$ cat config.mk
export PLATFORM = sky130hd
export DESIGN_NAME = mole_scheduler
export DESIGN_NICKNAME = d
export VERILOG_FILES = /design/src/rtl/mole_scheduler.sv
export SDC_FILE = /design/constraint.sdc
export NUM_CORES = 1
export LEC_CHECK = 0
export ABC_AREA = 1
export BUFFER_PORTS_ARGS = -buffer_cell sky130_fd_sc_hd__buf_4
export CORE_MARGIN = 3
export CORE_UTILIZATION = 55
export DETAILED_ROUTE_END_ITERATION = 6
export PLACE_DENSITY = 0.76
export SYNTH_ARGS = -nofsm -noshare
export SYNTH_HDL_FRONTEND = slang
export SYNTH_SLANG_ARGS = --single-unit
$ cat constraint.sdc
create_clock -name clk -period 2.35 [get_ports clk]
set_clock_uncertainty 0.15 [all_clocks]
set_input_delay 0.3525 -clock clk [delete_from_list [all_inputs] [get_ports clk]]
set_output_delay 0.3525 -clock clk [all_outputs]
set_load 0.03 [all_outputs]
$ cat src/rtl/mole_scheduler.sv
`default_nettype none
// ============================================================================
// Module      : mole_scheduler
// Description : Whac-A-Mole scheduler. It waits a random number of ms, raises
//               one mole, judges button presses as hit or miss, then shows the
//               result. Define SPEEDUP_EN to shorten the up-time after each hit.
// Revision    : 1.0 - initial release
// ============================================================================
module mole_scheduler #(
    parameter int CLKS_PER_MS = 50000,
    parameter int NUM_MOLES   = 4,
    parameter int RAND_WIDTH  = 11,
    parameter int UP_TIME_MS  = 800,
    parameter int SHOW_MS     = 200
) (
    input  logic                  clk,
    input  logic                  reset,
    input  logic                  enable,
    input  logic [RAND_WIDTH-1:0] random_value,
    input  logic [NUM_MOLES-1:0]  buttons,
    output logic [NUM_MOLES-1:0]  mole_mask,
    output logic                  hit_pulse,
    output logic                  miss_pulse,
    output logic                  busy
);

    localparam int c_PS_W   = (CLKS_PER_MS > 1) ? $clog2(CLKS_PER_MS) : 1;
    localparam int c_MS_W   = (RAND_WIDTH > 11) ? RAND_WIDTH : 11;
    localparam int c_SLOT_W = $clog2(NUM_MOLES);

    localparam logic [c_PS_W-1:0]    c_PS_LAST  = c_PS_W'(CLKS_PER_MS - 1);
    localparam logic [c_PS_W-1:0]    c_PS_ONE   = c_PS_W'(1);
    localparam logic [c_MS_W-1:0]    c_MS_ONE   = c_MS_W'(1);
    localparam logic [c_MS_W-1:0]    c_UP_TIME  = c_MS_W'(UP_TIME_MS);
    localparam logic [c_MS_W-1:0]    c_SHOW     = c_MS_W'(SHOW_MS);
    localparam logic [NUM_MOLES-1:0] c_ONE_MOLE = NUM_MOLES'(1);

    typedef enum logic [1:0] {
        S_IDLE = 2'd0,
        S_WAIT = 2'd1,
        S_UP   = 2'd2,
        S_SHOW = 2'd3
    } state_t;

    state_t               r_state;
    logic [c_PS_W-1:0]    r_presc;
    logic [c_MS_W-1:0]    r_ms;
    logic [c_MS_W-1:0]    r_delay;
    logic [c_SLOT_W-1:0]  r_slot;
    logic [NUM_MOLES-1:0] r_btn_prev;

    logic                 w_tick;
    logic [c_MS_W-1:0]    w_ms_next;
    logic [c_MS_W-1:0]    w_up_limit;
    logic [c_MS_W-1:0]    w_delay_cap;
    logic [c_SLOT_W-1:0]  w_slot_cap;
    logic [NUM_MOLES-1:0] w_slot_onehot;
    logic [NUM_MOLES-1:0] w_rise;
    logic                 w_press;
    logic                 w_hit;
    logic                 w_up_done;
    logic                 w_enter_wait;

    assign w_tick        = (r_presc == c_PS_LAST);
    assign w_ms_next     = r_ms + c_MS_ONE;
    assign w_delay_cap   = (random_value == '0) ? c_MS_ONE : c_MS_W'(random_value);
    assign w_slot_cap    = c_SLOT_W'(random_value % RAND_WIDTH'(NUM_MOLES));
    assign w_slot_onehot = c_ONE_MOLE << r_slot;
    assign w_rise        = buttons & ~r_btn_prev;

    // A press on the timeout cycle wins, so w_press is checked before w_up_done.
    assign w_press      = enable && (r_state == S_UP) && (w_rise != '0);
    assign w_hit        = w_press && (w_rise == w_slot_onehot);
    assign w_up_done    = w_press || (w_tick && (w_ms_next == w_up_limit));
    assign w_enter_wait = enable && ((r_state == S_IDLE) ||
                          ((r_state == S_SHOW) && w_tick && (w_ms_next == c_SHOW)));

`ifdef SPEEDUP_EN
    localparam logic [c_MS_W-1:0] c_UP_FLOOR = c_MS_W'(300);
    localparam logic [c_MS_W-1:0] c_UP_STEP  = c_MS_W'(50);

    logic [c_MS_W-1:0] r_up_time;

    always_ff @(posedge clk) begin
        if (reset || !enable) begin
            r_up_time <= c_UP_TIME;
        end else if (w_hit) begin
            r_up_time <= (r_up_time >= c_UP_FLOOR + c_UP_STEP) ? (r_up_time - c_UP_STEP)
                                                               : c_UP_FLOOR;
        end
    end

    assign w_up_limit = r_up_time;
`else
    assign w_up_limit = c_UP_TIME;
`endif

    always_ff @(posedge clk) begin
        if (reset) begin
            r_state    <= S_IDLE;
            r_presc    <= '0;
            r_ms       <= '0;
            r_delay    <= '0;
            r_slot     <= '0;
            r_btn_prev <= '0;
            mole_mask  <= '0;
            hit_pulse  <= 1'b0;
            miss_pulse <= 1'b0;
            busy       <= 1'b0;
        end else begin
            r_btn_prev <= buttons;
            hit_pulse  <= 1'b0;
            miss_pulse <= 1'b0;
            r_presc    <= w_tick ? '0 : (r_presc + c_PS_ONE);
            if (w_tick) begin
                r_ms <= w_ms_next;
            end

            if (!enable) begin
                r_state   <= S_IDLE;
                mole_mask <= '0;
                busy      <= 1'b0;
                r_presc   <= '0;
                r_ms      <= '0;
            end else begin
                case (r_state)
                    S_IDLE: ;
                    S_WAIT: begin
                        if (w_tick && (w_ms_next == r_delay)) begin
                            r_state   <= S_UP;
                            mole_mask <= w_slot_onehot;
                            r_presc   <= '0;
                            r_ms      <= '0;
                        end
                    end
                    S_UP: begin
                        if (w_up_done) begin
                            r_state    <= S_SHOW;
                            mole_mask  <= '0;
                            hit_pulse  <= w_hit;
                            miss_pulse <= !w_hit;
                            r_presc    <= '0;
                            r_ms       <= '0;
                        end
                    end
                    S_SHOW: ;
                    default: r_state <= S_IDLE;
                endcase

                // Both IDLE and the end of SHOW start a fresh wait from random_value.
                if (w_enter_wait) begin
                    r_state   <= S_WAIT;
                    busy      <= 1'b1;
                    mole_mask <= '0;
                    r_delay   <= w_delay_cap;
                    r_slot    <= w_slot_cap;
                    r_presc   <= '0;
                    r_ms      <= '0;
                end
            end
        end
    end

endmodule
`default_nettype wire

== Word-level counts from Yosys, hierarchy flattened ==
Cells that the tools add are included.
Word-level totals
  bits in registers: 53
  output and inout bits: 7
  logic and storage cells: 69
Operators by class
  equal/unequal tests: 12
  reduce and logical (&&, ||, !) cells: 22
  shift-type cells: 1
  bitwise logic cells: 5
  add/sub/neg operators: 2
  multiplexer cells: 16
Operators with widths (number)
  $mux 16: 3
  $mux 11: 4
  $pmux 16 s2: 1
  $pmux 11 s2: 1
  $add 16x1->16 const B: 1
  $eq 16x16->1 const B: 1
  $add 11x1->11 const B: 1
  $eq 11x10->1 const B: 1
  $eq 11x11->1: 1
  $eq 11x8->1 const B: 1
  $logic_not 11->1: 1
  $logic_and 1x1->1: 8
  $mux 4: 2
  $pmux 4 s2: 1
  $ne 3x3->1 const B: 2
  $reduce_and 3->1: 2
  $and 4x4->4: 1
  $eq 2x2->1 const B: 2
  $eq 4x4->1: 1
  $mux 2: 2
  $ne 2x2->1 const B: 2
  $not 4->4: 1
  $pmux 2 s2: 1
  $reduce_bool 4->1: 1
  13 further kinds: 16

== Logic depth before layout (Yosys ltp) ==
Gate-level depths: netlist of the first run.
  depth in word-level cells: 8
  depth in mapped cells: 16
  depth with buffers taken out: 16

== Worst setup path after synthesis of the first run ==
Ideal clock, no wire load.
  path kind: register to register
  start point: register r_ms[0]
  end point: register r_delay[3]
  stages on the path, launching flop included: 11
  clock period less this slack: 2.136 ns
  arrival time: 1.867 ns
  buffers on the path: 1
  data required time: 2.081 ns
  slack: 0.214 ns
  cells stage by stage: dfxtp_1 -> ha_1 -> nand2_1 -> nor2_2 -> nand4_1 -> a21oi_1 -> a31o_2 -> nand2_2 -> buf_2 -> o21ai_0 -> a21oi_1
Between the ends
  longest elaborated chain between the ends: 6
Ends and longest elaborated chain
  start, declared: line 47  | logic [c_MS_W-1:0] r_ms;
  start signal, assigned: line 116  | r_ms <= w_ms_next;
  $add 11x1->11: line 65  | assign w_ms_next = r_ms + c_MS_ONE;
  $eq 11x8->1: line 76  | ((r_state == S_SHOW) && w_tick && (w_ms_next == c_SHOW)));
  $logic_and 1x1->1: line 76
  $logic_or 1x1->1: line 75  | assign w_enter_wait = enable && ((r_state == S_IDLE) ||
  $logic_and 1x1->1: line 75
  $reduce_and 2->1 (no source line)
  end signal, assigned: line 155  | r_delay <= w_delay_cap;
  end, declared: line 48  | logic [c_MS_W-1:0] r_delay;
Every way passes these cells.
A chain may end at the register's enable or synchronous reset.

== Worst setup path in the final report of the first run ==
  start point: register r_ms[0]
  end point: register r_presc[8]
Between the ends
  longest elaborated chain between the ends: 6
Ends and longest elaborated chain
  $add 11x1->11 (*): line 65
  $eq 11x10->1 / $eq 11x8->1 (equally long branches): line 74, 76
  $logic_and 1x1->1 (on tied branches): line 74, 76
  $logic_or 1x1->1 (on tied branches): line 74, 75
  $mux 16 / $logic_and 1x1->1 (equally long branches): line 137, 75
  $pmux 16 s2 / $reduce_or 3->1 (equally long branches)
  end signal, assigned: line 114  | r_presc <= w_tick ? '0 : (r_presc + c_PS_ONE);
  end, declared: line 46  | logic [c_PS_W-1:0] r_presc;
Mark *: on every way between the ends. The rest lies on a longest branch, timed or not.

==> results.md, run 1 <==
* Total of max-cap violations at 0
* Post-synthesis cell type count at 32
* Post-layout net count at 485
* Crit path max-delay family: simple AND/OR/NAND/NOR gates
* Via-to-Cell Ratio at 5.055
* Multi-input gate area at 0.001615 mm2
* VDD IR-drop max at 0.4369 mV
* Fin. Hold Viols at 0
* Startpoint types: register
* CTS buffer count at 5
* Worst-Margin Slew at 0.3180 ns
* Synth Net Count at 442
* Clock Latency Late Sink at 0.31 ns
* Pre-Repair DR Iteration Count at 5
* Post-Synth Simple-Gate Area at 37.79%
* Tmin final at 2.266 ns
* Ys flop type: dfxtp_1
* Fraction of layout cells with a size suffix above 1 at 18.87%
* Routed wire length at 6340 um
* Worst path max stage delay at 0.35 ns
* Post-synthesis mux area share at 0%
* Gpl congestion at 0.8606
* Via count at 2669
* Routed Antenna Nets at 0
* CTS sink cnt at 53
* Worst hold slack at 0.09913 ns
* Synth cell count leaders: 90 x nand2_1, 76 x nor2_1, 53 x dfxtp_1, 53 x inv_1, 33 x nand3_1
* Post-synthesis adder-cell area fraction at 3.097%
* Min-Delay Path Class: primary input to register
* Avg Cell Area, Syn at 6.781 um2
* Die Span Y at 77.70 um
* Clock root buffer: clkbuf_8
* Unrepaired setup endpoints after global routing: yes
* Largest family of logic cells by synthesized area: simple AND/OR/NAND/NOR gates
* Final worst path period share at 96.42%
* Hold wc startpoint: buttons[0]
* Crit Path Category: register to register
* Cell taking the most area after synthesis: dfxtp_1
* Crit-path slowest cell: dfxtp_2
* # setup viols final at 0
* CP Buf/Inv Count at 0
* Flops & latches, synth at 53
* First-pass GRT wire length at 10070 um
* Placed insts at 517
* Critical-path cell list: ha_1 -> nand2_2 -> nor2_4 -> nand2_1 -> nand4_1 -> nor3_2 -> a31o_4 -> nor2_4 -> nand3_4 -> nor3_1
* Initial antenna violation count at 0
* GRT Resource Usage Total at 20.80%
* Top Ports at 25
* CTS H-tree depth at 2
* Asr flop ratio synth at 0%
* Detailed-route DRC error count at 0
* Post-DP Area at 0.003186 mm2
* WP data required at 2.44 ns
* Clock Tree Buf Depth at 2
* DIE AREA at 0.006037 mm2
* LEAKAGE at 1.442 nW
* Post-CTS Hold Buffers at 0
* Synth top area share at 37.52%
* Die W at 77.70 um
* Synth Cell Area at 0.002828 mm2
* CP arrival at 2.35 ns
* Overflow after GRT at 0
* Area delta synth->final at 21.33%
* Critical R2R Launch: r_ms[0]
* Final HPWL DP at 4666 um
* CTS tree: done
* Reg area at 0.001066 mm2
* Finished Cell Area at 0.003431 mm2
* Count leader, synth: nand2_1
* Largest net degree at the start of global routing at 21
* Post-synthesis compound-gate area fraction at 8.053%
* Final Max Slew Viols at 0
* Core Rows at 25
* Sequential area share after synthesis at 37.52%
* Post-Layout Cell Count at 528
* Filler Cells Inserted at 418
* Worst Setup End Kind: register
* Starting Density at 58.32%
* Worst Setup SP: r_ms[0]
* Post-Synth XOR/XNOR Area at 4.602%
* Max Fclk at 441.3 MHz
* EDFF count, synth at 0
* Crit-path most repeated cell: nor2_4
* Mapped Cells at 417
* PortBufs at 24
* Starting DRC count in detailed routing at 132
* DR WL/cell at 12.01 um
* Synth warnings at 0
* ANT cells at 0
* Pwr per Cell Area at 474.6 mW/mm2
* Synth area leaders: dfxtp_1 38%, nand2_1 12%, nor2_1 10%
* Status: finished clean
* Core Area at 0.004848 mm2
* Total power at 1.628 mW
* Clock Pin Slew Worst Setup and Hold Paths at 0.10 ns
* Worst-path maximum fanout at 15
* Vias in the first global route at 2335
* Slew headroom at 78.60%
-- final cells by class --
cell class	count	area share, %
Multi-Input combinational cell	301	47.08
Sequential cell	53	31.07
Timing Repair Buffer	44	10.72
Inverter	55	6.018
Tap cell	67	2.443
Clock buffer	5	2.006
Clock inverter	3	0.6565
-- power by group --
group | switching, mW | internal [mW]
Combinational | 0.0951 | 0.0743
Sequential | 0.0169 | 0.922
Clock | 0.308 | 0.212
Total | 0.420 | 1.21
-- cell usage in the layout, fill, tap and decap left out, types with 2 or more instances in the layout --
master	synthesis	layout
o21ai_0	19	18
nand2_1	90	86
xor2_1	9	9
inv_1	53	51
nor2_1	76	73
dfxtp_1	53	49
a21oi_1	19	18
xnor2_1	4	4
nor4_1	4	4
o21ai_1	4	5
dfxtp_2	0	4
clkbuf_8	0	5
nor2_2	2	4
nor3_1	8	6
nand4_1	10	10
nand2_2	3	5
nor3_2	1	3
nand3_2	2	3
ha_1	7	6
inv_2	1	3
buf_4	2	40
clkinv_4	0	2
buf_6	1	2
nand3_1	33	31
nor2_4	2	3
nand3_4	3	4
-- worst register-to-register path, delay by kind of cell (launching register included) --
kind | cells | cell delay, ns
AND/OR/NAND/NOR | 8 | 1.22
flip-flops | 1 | 0.35
AO/OA/AOI/OAI | 1 | 0.27
adder cells (fa/ha/maj) | 1 | 0.20
-- through the flow --
stage / setup slack, ns / TNS (ns) / util, %
finish: 0.08422 / 0 / 70.76
CTS: 0.02294 / 0 / 67.77
global placement: 0.002358 / 0 / 65.70
detailed placement: -0.06348 / -0.4405 / 65.70
floorplan: 0.2136 / 0 / -
global route: -0.05202 / -0.5140 / 70.76
-- timing repair --
action / CTS / global route
pin swaps: 0 / 14
gates resized for setup: 2 / 27
cloned: 0 / 1
setup buffers: 0 / 2
endpoints found under the setup margin: 31 / 45
-- path summary, 6_finish.rpt --
kind / end / slack [ns] / cells after the start
setup / recovery: r_presc[8] / 0.08 / 10
hold / removal: r_btn_prev[0] / 0.1 / 3
setup reg to reg: r_presc[8] / 0.08 / 10
hold reg to reg: r_presc[0] / 0.31 / 1
-- cells by family (layout without fill, tap and decap cells) --
group,Yosys count,count (layout)
adder cells (fa/ha/maj),7,7
flip-flops,53,53
AO/OA/AOI/OAI,44,44
AND/OR/NAND/NOR,236,236
buffers and inverters,63,107
XOR/XNOR,14,14
-- routing by layer --
metal / up-vias / GRT usage (%) / wire (um)
met4: 0 / 6.228 / 70
met5: - / 0 / 0
met1: 1186 / 27.30 / 2955
li1: 1416 / - / -
met3: 8 / 4.524 / 243
met2: 59 / 34.16 / 3070
-- registers in the layout (all words and copies together) (netlist names) --
name and flops:
busy 1, miss_pulse 1, r_state 2, r_delay 11
mole_mask 4, hit_pulse 1, r_btn_prev 4, r_ms 11
r_slot 2, r_presc 16
(Power assumes the default switching activity.)
==> run 2, diff against run 1 <==
--- a/config.mk
+++ b/config.mk
@@ -7,10 +7,12 @@
 export LEC_CHECK = 0
 export ABC_AREA = 1
 export BUFFER_PORTS_ARGS = -buffer_cell sky130_fd_sc_hd__buf_4
+export CELL_PAD_IN_SITES_DETAIL_PLACEMENT = 0
+export CELL_PAD_IN_SITES_GLOBAL_PLACEMENT = 1
 export CORE_MARGIN = 3
-export CORE_UTILIZATION = 55
+export CORE_UTILIZATION = 42
 export DETAILED_ROUTE_END_ITERATION = 6
-export PLACE_DENSITY = 0.76
+export PLACE_DENSITY = 0.79
 export SYNTH_ARGS = -nofsm -noshare
 export SYNTH_HDL_FRONTEND = slang
 export SYNTH_SLANG_ARGS = --single-unit
==> results.md, run 2 (synthesis gave the netlist of run 1 again) <==
* Total of max-cap violations at 0 (unchanged)
* Routed Antenna Nets at 0 (unchanged)
* Clock Latency Late Sink at 0.31 ns (about the same)
* Post-CTS Hold Buffers at 0 (unchanged)
* Clock root buffer: clkbuf_8 (unchanged)
* ANT cells at 0 (unchanged)
* Initial antenna violation count at 0 (unchanged)
* Via-to-Cell Ratio at 4.895 (was 5.055)
* Die W at 88.05 um (was 77.70 um)
* Post-layout net count at 489 (was 485)
* Routed wire length at 6537 um (was 6340 um)
* Most frequent cells in the layout: 86 x nand2_1, 70 x nor2_1, 52 x inv_1 (was 86 x nand2_1, 73 x nor2_1, 51 x inv_1)
* Final TNS setup at 0 ns (unchanged)
* Pre-Repair DR Iteration Count at 4 (was 5)
* VDD IR-drop max at 0.2673 mV (was 0.4369 mV)
* Tmin final at 2.308 ns (was 2.266 ns)
* GRT Resource Usage Total at 17.81% (was 20.80%)
* LEAKAGE at 1.468 nW (was 1.442 nW)
* Die Span Y at 88.05 um (was 77.70 um)
* Starting Density at 44.03% (was 58.32%)
* Gpl congestion at 0.8589 (was 0.8606)
* CTS sink cnt at 53 (unchanged)
* DIE AREA at 0.007753 mm2 (was 0.006037 mm2)
* Total power at 1.738 mW (was 1.628 mW)
* Post-Layout Cell Count at 542 (was 528)
* CTS buffer count at 5 (unchanged)
* Clock Pin Slew Worst Setup and Hold Paths at 0.10 ns (about the same)
* Detailed-route DRC error count at 0 (unchanged)
* Fin. Hold Viols at 0 (unchanged)
* Biggest register: r_presc (unchanged)
* Via count at 2653 (was 2669)
* Core Area at 0.006422 mm2 (was 0.004848 mm2)
* CTS tree: done (unchanged)
* Overflow after GRT at 0 (unchanged)
* Crit Path Category: register to register (unchanged)
* Max Fclk at 433.3 MHz (was 441.3 MHz)
* Top Registers: r_presc x16, r_delay x11, r_ms x11 (unchanged)
* Worst-Margin Slew at 0.3280 ns (was 0.3180 ns)
* Most common cell after layout, fill and taps aside: nand2_1 (unchanged)
* Final worst path period share at 98.21% (was 96.42%)
* CTS H-tree depth at 2 (unchanged)
* Pre-CTS setup slack at -0.1096 ns (was -0.06348 ns)
* Startpoint types: register (unchanged)
* Status: finished clean (unchanged)
* Critical-path cell list: buf_4 -> nand3_2 -> nor2_4 -> xor2_4 -> nand3_1 -> nor2_2 -> nand3_4 -> nand3_4 -> buf_6 -> nand3_4 -> nand2_1 -> nand2_1 -> a21oi_1 (was ha_1 -> nand2_2 -> nor2_4 -> nand2_1 -> nand4_1 -> nor3_2 -> a31o_4 -> nor2_4 -> nand3_4 -> nor3_1)
* Vias in the first global route at 2475 (was 2335)
* First-pass GRT wire length at 10940 um (was 10070 um)
* Top Ports at 25 (unchanged)
* Unrepaired setup endpoints after global routing: yes (unchanged)
* PortBufs at 24 (unchanged)
* # setup viols final at 0 (unchanged)
* CP arrival at 2.41 ns (was 2.35 ns)
* Worst path max stage delay at 0.38 ns (was 0.35 ns)
* Worst Setup End Kind: register (unchanged)
* Starting DRC count in detailed routing at 136 (was 132)
* Fraction of layout cells with a size suffix above 1 at 19.14% (was 18.87%)
* Clock Tree Buf Depth at 2 (unchanged)
* Pwr per Cell Area at 494.9 mW/mm2 (was 474.6 mW/mm2)
* Largest register FFs at 16 (unchanged)
* Area delta synth->final at 24.16% (was 21.33%)
* Finished Cell Area at 0.003511 mm2 (was 0.003431 mm2)
* Placed insts at 530 (was 517)
* Filler Cells Inserted at 621 (was 418)
* Final WS setup at 0.04198 ns (was 0.08422 ns)
* Crit-path slowest cell: dfxtp_4 (was dfxtp_2)
* Largest net degree at the start of global routing at 21 (unchanged)
* Worst hold slack at 0.1024 ns (was 0.09913 ns)
* Min-Delay Path Class: primary input to register (unchanged)
* Crit-path most repeated cell: nand3_4 (was nor2_4)
* Final HPWL DP at 5060 um (was 4666 um)
* Worst-path maximum fanout at 6 (was 15)
* Core Rows at 29 (was 25)
* Final Max Slew Viols at 0 (unchanged)
* Post-DP Area at 0.003258 mm2 (was 0.003186 mm2)
* Core Util, Final at 54.67% (was 70.76%)
* Slew headroom at 78.13% (was 78.60%)
* WP data required at 2.45 ns (was 2.44 ns)
* DR WL/cell at 12.06 um (was 12.01 um)
## run 2: cell types whose count changed in the layout (fill, tap and decap cells not counted), sizes merged
cell    change
bufinv      +1
buf         +5
clkinv      -2
## run 2: power by group
part / switching [mW] / internal [mW]
clock network: 0.307 / 0.320
registers: 0.0166 / 0.920
logic: 0.0951 / 0.0782
total: 0.419 / 1.32
## run 2: per-layer routing
metal	up-vias	wire length [um]	GRT usage [%]	part of all wire [%]
li1	1426	-	-	-
met1	1180	3273	23.97	50
met2	42	2994	30.21	46
met3	5	215	2.916	3.3
met4	0	54	3.709	0.83
met5	-	0	0	0
## run 2: layout make-up
class | count | area [um2] | share of cell area (%)
multi-input combinational | 301 | 1614 | 45.97
sequential | 53 | 1069 | 30.43
timing repair buffer | 48 | 414.1 | 11.80
inverter | 55 | 206.4 | 5.880
tap | 77 | 96.34 | 2.744
clock buffer | 6 | 72.57 | 2.067
clock inverter | 2 | 38.79 | 1.105
## run 2: final timing paths
path,slack [ns],from,to,cells past startpoint
max reg2reg,0.04,r_ms[0],r_state[0],13
min,0.10,buttons[2],r_btn_prev[2],3
min reg2reg,0.32,r_presc[0],r_presc[0],1
max,0.04,r_ms[0],r_state[0],13
## run 2: what timing repair did
action                     in CTS  in global routing
setup buffers                   0                  4
pin swaps                       1                 10
gates resized for setup         5                 26
setup endpoints to repair      42                 45
cloned                          0                  0
## run 2: worst max-delay path, delay by kind of cell (launching register included)
| family | cells | cell delay, ns |
|---|---|---|
| and+or+nand+nor | 9 | 1.10 |
| DFF | 1 | 0.38 |
| buffers and inverters | 2 | 0.27 |
| xor gates and xnor gates | 1 | 0.23 |
| AOI/OAI and AO/OA | 1 | 0.11 |
==> run 3, diff against run 2 <==
--- a/config.mk
+++ b/config.mk
@@ -5,12 +5,11 @@
 export SDC_FILE = /design/constraint.sdc
 export NUM_CORES = 1
 export LEC_CHECK = 0
-export ABC_AREA = 1
 export BUFFER_PORTS_ARGS = -buffer_cell sky130_fd_sc_hd__buf_4
 export CELL_PAD_IN_SITES_DETAIL_PLACEMENT = 0
 export CELL_PAD_IN_SITES_GLOBAL_PLACEMENT = 1
 export CORE_MARGIN = 3
-export CORE_UTILIZATION = 42
+export CORE_UTILIZATION = 45
 export DETAILED_ROUTE_END_ITERATION = 6
 export PLACE_DENSITY = 0.79
 export SYNTH_ARGS = -nofsm -noshare
==> results.md, run 3 <==
* Status: finished with violations (was finished clean)
* Failing checks: negative setup slack
* Worst Hold Depth at 2 (was 3)
* Routed wire length at 6971 um (was 6537 um)
* Filler Cells Inserted at 524 (was 621)
* Largest register FFs at 16 (unchanged)
* Avg Cell Area, Syn at 9.187 um2 (was 6.781 um2)
* Final HPWL DP at 5029 um (was 5060 um)
* Largest net degree at the start of global routing at 20 (was 21)
* Unrepaired setup endpoints after global routing: yes (unchanged)
* Gpl congestion at 0.8194 (was 0.8589)
* ANT cells at 0 (unchanged)
* Ys flop type: dfxtp_1 (unchanged)
* Crit Path Category: register to register (unchanged)
* Initial antenna violation count at 0 (unchanged)
* Final Max Slew Viols at 0 (unchanged)
* Synth warnings at 0 (unchanged)
* Fin. Hold Viols at 0 (unchanged)
* Pre-CTS setup slack at -0.1607 ns (was -0.1096 ns)
* Mapped Cells at 315 (was 417)
* Starting Density at 47.75% (was 44.03%)
* Cell taking the most area after synthesis: dfxtp_1 (unchanged)
* CTS tree: done (unchanged)
* Startpoint types: register (unchanged)
* Most common cell after layout, fill and taps aside: buf_4 (was nand2_1)
* Overflow after GRT at 0 (unchanged)
* Crit-path slowest cell: a2111o_1 (was dfxtp_4)
* Min-Delay Path Class: primary input to register (unchanged)
* Synth cell count leaders: 53 x dfxtp_1, 44 x nor2_1, 22 x xnor2_1, 20 x nand2_1, 19 x xor2_1 (was 90 x nand2_1, 76 x nor2_1, 53 x dfxtp_1, 53 x inv_1, 33 x nand3_1)
* Critical R2R Launch: r_ms[5] (was r_ms[0])
* Pwr per Cell Area at 417.6 mW/mm2 (was 494.9 mW/mm2)
* Worst path max stage delay at 0.44 ns (was 0.38 ns)
* Synth area leaders: dfxtp_1 37%, xnor2_1 6.7%, xor2_1 5.8% (was dfxtp_1 38%, nand2_1 12%, nor2_1 10%)
* Fraction of layout cells with a size suffix above 1 at 35.23% (was 19.14%)
* Worst R2R Path Depth at 9 (was 13)
* Final worst path period share at 101.9% (was 98.21%)
* Worst-Margin Slew at 0.4888 ns (was 0.3280 ns)
* Core Area at 0.006061 mm2 (was 0.006422 mm2)
* GRT Resource Usage Total at 19.38% (was 17.81%)
* Flops & latches, synth at 53 (unchanged)
* Clock Latency Late Sink at 0.31 ns (about the same)
* EDFF count, synth at 0 (unchanged)
* Via-to-Cell Ratio at 5.351 (was 4.895)
* Via count at 2467 (was 2653)
* Synth Cell Area at 0.002894 mm2 (was 0.002828 mm2)
* Core Rows at 28 (was 29)
* Vias in the first global route at 2366 (was 2475)
* CTS sink cnt at 53 (unchanged)
* Tmin final at 2.395 ns (was 2.308 ns)
* CP arrival at 2.50 ns (was 2.41 ns)
* VDD IR-drop max at 0.2898 mV (was 0.2673 mV)
* Critical-path cell list: buf_4 -> xor2_1 -> buf_4 -> a31oi_1 -> o2bb2ai_2 -> a2111o_1 -> or2_4 -> nor4b_4 -> a22o_1 (was buf_4 -> nand3_2 -> nor2_4 -> xor2_4 -> nand3_1 -> nor2_2 -> nand3_4 -> nand3_4 -> buf_6 -> nand3_4 -> nand2_1 -> nand2_1 -> a21oi_1)
* Clock root buffer: clkbuf_8 (unchanged)
* FF-to-FF End: mole_mask[3] (was r_state[0])
* Detailed-route DRC error count at 0 (unchanged)
* CTS buffer count at 5 (unchanged)
* Clock Tree Buf Depth at 2 (unchanged)
* Worst-path maximum fanout at 8 (was 6)
* Most frequent cells in the layout: 70 x buf_4, 46 x dfxtp_1, 42 x nor2_1 (was 86 x nand2_1, 70 x nor2_1, 52 x inv_1)
* Die Span Y at 86.20 um (was 88.05 um)
* WP data required at 2.46 ns (was 2.45 ns)
* DIE AREA at 0.007430 mm2 (was 0.007753 mm2)
* Post-layout net count at 410 (was 489)
* Synth Net Count at 340 (was 442)
* Critical Path Stages at 9 (was 13)
* Top Ports at 25 (unchanged)
* Post-synthesis cell type count at 59 (was 32)
* R2R setup slack at -0.05 ns (was 0.04 ns)
* Synth top area share at 36.66% (was 37.52%)
* Starting DRC count in detailed routing at 105 (was 136)
* Asr flop ratio synth at 0% (unchanged)
* Crit path max-delay family: compound AO/OA/AOI/OAI gates (was simple AND/OR/NAND/NOR gates)
* Area delta synth->final at 31.78% (was 24.16%)
* Total of max-cap violations at 0 (unchanged)
* Die W at 86.20 um (was 88.05 um)
* Worst Setup End Kind: register (unchanged)
* LEAKAGE at 1.460 nW (was 1.468 nW)
* Pre-Repair DR Iteration Count at 4 (unchanged)
* # setup viols final at 16 (was 0)
* Crit-path most repeated cell: buf_4 (was nand3_4)
* DR WL/cell at 15.12 um (was 12.06 um)
* Routed Antenna Nets at 0 (unchanged)
* Worst hold slack at 0.1170 ns (was 0.1024 ns)
* Sequential area share after synthesis at 36.66% (was 37.52%)
* Multi-input gate area at 0.001872 mm2 (was 0.001614 mm2)
* Biggest register: r_presc (unchanged)
* Final WS setup at -0.04534 ns (was 0.04198 ns)
* CTS H-tree depth at 2 (unchanged)
* PortBufs at 24 (unchanged)
* Reg area at 0.001077 mm2 (was 0.001069 mm2)
* CP Buf/Inv Count at 2 (unchanged)
* Hold wc startpoint: buttons[2] (unchanged)
* Top Registers: r_presc x16, r_delay x11, r_ms x11 (unchanged)
* Max Fclk at 417.5 MHz (was 433.3 MHz)
* First-pass GRT wire length at 11520 um (was 10940 um)
* Slew headroom at 66.95% (was 78.13%)
* Hold path endpoint: r_btn_prev[2] (unchanged)
* Count leader, synth: dfxtp_1 (was nand2_1)
* Clock Pin Slew Worst Setup and Hold Paths at 0.09 ns (was 0.10 ns)
[run 3: cell types whose count changed in the layout (fill, tap and decap cells not counted), moves of 7 or more]
| cell | delta |
|---|---|
| nand2_1 | -66 |
| inv_1 | -45 |
| xnor2_1 | +18 |
| nand4_1 | -7 |
| xor2_1 | +9 |
| nor2_1 | -28 |
| mux2i_1 | +13 |
| buf_4 | +27 |
| nor2b_1 | +8 |
| buf_6 | +7 |
| a21oi_1 | -14 |
| o21ai_0 | -13 |
| nand3_1 | -20 |
[run 3: per-layer routing]
metal | global-route usage, % | up-vias | share of wire, %
met5 | 0 | - | 0
met4 | 5.382 | 0 | 0.86
met3 | 3.422 | 5 | 3.0
met2 | 29.85 | 35 | 47
met1 | 27.90 | 1194 | 49
li1 | - | 1233 | -
[run 3: timing repair]
item | in CTS | in global routing
endpoints found under the hold margin | 0 | 0
gates resized for setup | 25 | 19
pin swaps | 5 | 4
endpoints found under the setup margin | 45 | 45
setup buffers | 1 | 2
hold buffers | 0 | 0
gates cloned | 0 | 1
[run 3: worst register-to-register path, stage by stage, from the launching register on]
cell and delay [ns]:
dfxtp_1 0.33, buf_4 0.17, xor2_1 0.16, buf_4 0.14
a31oi_1 0.19, o2bb2ai_2 0.10, a2111o_1 0.44, or2_4 0.28
nor4b_4 0.23, a22o_1 0.16
[run 3: cell families (layout without fill, tap and decap cells)]
group,Yosys count,after routing,share of synthesized area (%)
xor+xnor,41,41,12.41
compound gates,38,38,10.42
flops,53,53,36.66
simple gates,138,138,27.54
fa+ha+maj,7,7,3.026
buf+inv,24,95,5.102
mux,14,14,4.842
[run 3: area by class of cell]
class                   instances  area share (%)
flip-flops and latches         53           28.25
clock buffers                   7           2.001
inverters                       7          0.6890
multi-input cells             238           49.08
clock inverters                 1          0.1969
repair buffers                 80           17.32
well taps                      75           2.461
[run 3: how the worst max path moves through the flow]
stage / start / end / slack [ns]
after floorplan: r_presc[0] / r_presc[0] / -0.18
after global placement: r_presc[12] / r_delay[0] / -0.15
after CTS: r_ms[0] / mole_mask[3] / -0.008
after global routing: r_ms[5] / mole_mask[1] / -0.18
after detailed placement: r_presc[12] / r_delay[0] / -0.16
final: r_ms[5] / mole_mask[3] / -0.05
[run 3: through the flow]
step / utilization (%) / cell area, um2 / setup TNS [ns] / total power [mW] / instances
3_3_place_gp: 57.54 / 3487 / -2.738 / 1.092 / 449
4_1_cts: 60.90 / 3691 / -0.01396 / 1.592 / 458
3_5_place_dp: 57.54 / 3487 / -3.500 / 1.095 / 449
2_1_floorplan: - / 2943 / -1.435 / 1.039 / 315
6_report: 62.92 / 3814 / -0.3843 / 1.592 / 461
5_1_grt: 62.92 / 3814 / -3.371 / 1.670 / 461
[run 3: where the power goes]
part / internal [mW] / total, mW / switching (mW) / leakage, nW
Combinational: 0.0808 / 0.153 / 0.0726 / 0.986
Clock: 0.212 / 0.505 / 0.294 / 0.0385
Sequential: 0.914 / 0.934 / 0.0191 / 0.435
